`src/rtl/imem_dmem_port_arbiter.sv`:
```
// ============================================================================
// imem_dmem_port_arbiter: shares one single-port memory between fetch and LSU.
// Revision: 1.0
// ============================================================================
`default_nettype none

module imem_dmem_port_arbiter #(
   parameter int ADDR_W     = 32,
   parameter int DATA_W     = 32,
   parameter int MEM_LAT    = 1,
   parameter int STARVE_MAX = 3
) (
   input  logic                clk,
   input  logic                rst,
   input  logic                if_req,
   input  logic [ADDR_W-1:0]   if_addr,
   output logic                if_gnt,
   output logic                if_rvalid,
   output logic [DATA_W-1:0]   if_rdata,
   input  logic                d_req,
   input  logic                d_we,
   input  logic [DATA_W/8-1:0] d_wstrb,
   input  logic [ADDR_W-1:0]   d_addr,
   input  logic [DATA_W-1:0]   d_wdata,
   output logic                d_gnt,
   output logic                d_rvalid,
   output logic [DATA_W-1:0]   d_rdata,
   output logic                mem_ce,
   output logic                mem_we,
   output logic [DATA_W/8-1:0] mem_wstrb,
   output logic [ADDR_W-1:0]   mem_addr,
   output logic [DATA_W-1:0]   mem_wdata,
   input  logic [DATA_W-1:0]   mem_rdata
);

   localparam logic [3:0] c_starve_max = 4'(STARVE_MAX);

   logic               r_starve_hit;
   logic [3:0]         r_starve;
   logic               w_if_wins;
   logic               w_issue;
   logic [MEM_LAT-1:0] r_vld;
   logic [MEM_LAT-1:0] r_own_d;
   logic [MEM_LAT-1:0] r_store;
   logic               w_out_vld;
   logic               w_out_own_d;
   logic               w_out_store;

   // IF only beats a pending D request once it has been refused STARVE_MAX times
   assign r_starve_hit = (r_starve == c_starve_max);
   assign w_if_wins    = if_req & (~d_req | r_starve_hit);
   assign if_gnt       = ~rst & w_if_wins;
   assign d_gnt        = ~rst & d_req & ~w_if_wins;
   assign w_issue      = if_gnt | d_gnt;

   always_ff @(posedge clk) begin
      if (rst || !if_req || if_gnt) begin
         r_starve <= 4'd0;
      end else if (!r_starve_hit) begin
         r_starve <= r_starve + 4'd1;
      end
   end

   // Response tracker: entry 0 loads in the grant cycle, the top entry is the one returning
   always_ff @(posedge clk) begin
      if (rst) begin
         r_vld   <= '0;
         r_own_d <= '0;
         r_store <= '0;
      end else begin
         r_vld   <= MEM_LAT'({r_vld, w_issue});
         r_own_d <= MEM_LAT'({r_own_d, d_gnt});
         r_store <= MEM_LAT'({r_store, d_gnt & d_we});
      end
   end

   assign w_out_vld   = r_vld[MEM_LAT-1];
   assign w_out_own_d = r_own_d[MEM_LAT-1];
   assign w_out_store = r_store[MEM_LAT-1];

   assign if_rvalid = ~rst & w_out_vld & ~w_out_own_d;
   assign d_rvalid  = ~rst & w_out_vld & w_out_own_d;
   assign if_rdata  = if_rvalid ? mem_rdata : '0;
   assign d_rdata   = (d_rvalid && !w_out_store) ? mem_rdata : '0;

   assign mem_ce = w_issue;

   always_comb begin
      mem_we    = 1'b0;
      mem_wstrb = '0;
      mem_addr  = '0;
      mem_wdata = '0;
      if (d_gnt) begin
         mem_we    = d_we;
         mem_wstrb = d_wstrb;
         mem_addr  = d_addr;
         mem_wdata = d_wdata;
      end else if (if_gnt) begin
         mem_addr  = if_addr;
      end
   end

endmodule

`default_nettype wire

```
`config.mk`:
```
export PLATFORM = sky130hd
export DESIGN_NAME = imem_dmem_port_arbiter
export DESIGN_NICKNAME = d
export VERILOG_FILES = /design/src/rtl/imem_dmem_port_arbiter.sv
export SDC_FILE = /design/constraint.sdc
export NUM_CORES = 1
export LEC_CHECK = 0
export CORE_AREA = 2 2 106 108
export CTS_BUF_LIST = sky130_fd_sc_hd__clkbuf_8
export DETAILED_ROUTE_END_ITERATION = 10
export DIE_AREA = 0 0 108 110
export GPL_ROUTABILITY_DRIVEN = 0
export SYNTH_ARGS = -nofsm -noshare
export SYNTH_HDL_FRONTEND = slang
export SYNTH_SLANG_ARGS = --single-unit
```
`constraint.sdc`:
```
create_clock -name clk -period 2.8 [get_ports clk]
set_input_delay 0.84 -clock clk [delete_from_list [all_inputs] [get_ports clk]]
set_output_delay 0.84 -clock clk [all_outputs]
set_load 0.01 [all_outputs]
```
==> results.json <==
{
  "outcome": "completed",
  "fillers": 1113,
  "p_leak_nw": 2.114,
  "grt_max_degree": 21,
  "vdd_drop_max_mv": 0.1038,
  "skew_ns": 0.004766,
  "crit_type": "in -> out",
  "final_core_util_pct": 40.06,
  "yosysTopAreaCell": "and2_1",
  "via_count": 2464,
  "nNetsFinal": 618,
  "worstMarginPinSlew_ns": 0.2716,
  "avgSynthCellArea_um2": 7.272,
  "setup_violations": 0,
  "hpwl_mm": 6.704,
  "wl_per_cell_um": 14.64,
  "antenna_found_initial": 0,
  "critPathMaxStageDelay_ns": 0.24,
  "crit_fanout": 17,
  "syn_to_final_growth_pct": 225.6,
  "path_clk_slew_ns": 0.04,
  "grt_overflow_total": 0,
  "dr.pass1.iters": 4,
  "htreeDepth": 1,
  "fin_crit_ns": 2.768,
  "syn_nets": 319,
  "layout-drive-gt1-share_pct": 31.73,
  "row_count": 38,
  "fmax_mhz": 361.2,
  "mostFrequentLayoutCells": "clkdlybuf4s50_1, and2_1, buf_2, a22o_1, clkdlybuf4s15_1",
  "hp-class": "reg -> reg",
  "drt-initial-drc-count": 69,
  "power_mw": 0.7441,
  "cp_top_family": "buffers and inverters",
  "crit_chain": "buf_8, buf_4, nor3b_4, buf_4, buf_12, and2_1, clkdlybuf4s15_1",
  "path_common_cell": "buf_4",
  "crit_path_end_kind": "output pin",
  "die_x_um": 108,
  "syn_area_mm2": 0.001316,
  "wirelength_mm": 9.065,
  "rsz0062_at_grt": "yes",
  "root_buffer": "clkbuf_8",
  "synth_warnings": 0,
  "postCtsHoldBufs": 0,
  "slew_headroom_pct": 81.83,
  "post-route-period-util_pct": 98.87,
  "ant_nets": 0,
  "finalSetupTns_ns": 0,
  "ys_top_cells_by_area": "and2_1, a22o_1, dfxtp_1",
  "cp_slowest_cell": "clkdlybuf4s15_1",
  "cp_num_buf_inv": 5,
  "die_h_um": 110,
  "clock-sinks": 7,
  "synth.top_cell.area_share_pct": 48.48,
  "cts_buffers": 3,
  "critPathRequiredTime_ns": 1.96,
  "grtUsageMet2_pct": 29.07,
  "grt.busiest_layer": "met2",
  "pre_cts_ws_ns": -0.8463,
  "antenna_cells": 0,
  "yosysSeqAreaShare_pct": 10.65,
  "worstSkewPairLatency_ns": 0.23,
  "io_pins": 275,
  "ys_types": 21,
  "layout_commonest_cell": "clkdlybuf4s50_1",
  "start_util_pct": 12.30,
  "cts_tree": "done",
  "cap_violations": 0,
  "setup_slack_ns": 0.03174,
  "cp-start-kind": "input pin",
  "drcViolationCount": 0,
  "first_global_vias": 2452,
  "regToRegSetupSlack_ns": 1.10,
  "hold_viol": 0,
  "synth_seq_cells": 7,
  "grt_pass1_wl_mm": 12.79,
  "globalRouteMet1Util_pct": 13.69,
  "clockBufferDepth": 2,
  "final-max-slew-violation-count": 0,
  "holdWs_ns": 0.5199,
  "p_per_area_mw_per_mm2": 173.6,
  "port_buffers": 274,
  "grtUsageMet3_pct": 4.586,
  "core_area_mm2": 0.01070,
  "grtUsageTotal_pct": 13.88,
  "avgViaCountPerCell": 3.981,
  "dieArea_mm2": 0.01188,
  "arrival_ns": 1.93,
  "synth_cells": 181
}
-- flip-flops by register name, indices dropped and copies added (netlist names) --
| register | flops |
|---|---|
| r_own_d | 1 |
| r_store | 1 |
| r_starve | 4 |
| r_vld | 1 |
-- stage by stage --
step | std cells | instance area (um^2)
after global placement | 594 | 4335
after global routing | 619 | 4285
after detailed placement | 594 | 4335
final | 619 | 4285
after CTS | 625 | 4415
after floorplan | 181 | 1316
-- power breakdown --
part	total [mW]	switching (mW)	internal (mW)
Clock	0.140	0.0455	0.0949
Combinational	0.499	0.166	0.332
Sequential	0.105	0.00189	0.103
-- synthesized netlist by cell type --
cell type,number
a21oi_4,1
xor2_1,1
buf_2,5
clkbuf_1,9
nor3b_2,1
or3b_1,1
xnor2_1,1
a22o_1,32
inv_1,2
buf_6,3
nand3_1,1
and2b_1,1
and3b_1,1
dfxtp_1,7
a311oi_2,1
and2_1,102
nand2b_1,1
a311oi_1,1
ha_1,1
nand4b_1,1
nor2_1,8
-- cell type report --
class / count / area, um^2 / area share (%)
Multi-Input combinational cell: 155 / 1120 / 26.13
Timing Repair Buffer: 311 / 2798 / 65.28
Tap cell: 140 / 175.2 / 4.088
Inverter: 2 / 7.507 / 0.1752
Clock buffer: 3 / 41.29 / 0.9635
Clock inverter: 1 / 3.754 / 0.08759
Sequential cell: 7 / 140.1 / 3.270
-- logic make-up (layout without fill, tap and decap cells) --
kind of cell    after synthesis  after routing  share of synthesized area, %
simple gates                117            117                         55.13
compound gates               35             35                         24.33
buf+inv                      19            317                         7.604
flops                         7              7                         10.65
xor+xnor                      2              2                         1.331
fa+ha+maj                     1              1                        0.9504
-- per-layer routing --
layer / wire, um / part of all wire (%)
met4: 0 / 0
met1: 2933 / 32
met5: 0 / 0
met2: 5131 / 57
met3: 1001 / 11
-- worst paths after layout --
kind,start,to,cells after the start
setup reg to reg,r_starve[0],r_store,9
hold reg to reg,r_starve[0],r_starve[0],2
hold / removal,r_starve[0],r_starve[0],2
setup / recovery,rst,if_rdata[30],7
-- worst reg2reg max path, stage by stage (launching register included) --
cell	delay (ns)
dfxtp_1	0.31
ha_1	0.21
buf_4	0.16
a311oi_4	0.25
buf_6	0.17
buf_8	0.12
buf_16	0.12
buf_4	0.10
buf_4	0.10
and2_1	0.11
-- repair_timing --
item                       4_1_cts  5_1_grt
hold endpoints to repair         0        0
gates cloned                     9        0
setup endpoints to repair      138       85
pin swaps                        8        7
setup buffers                   18        0
gates resized for setup        420       66
(Power assumes the default switching activity.)
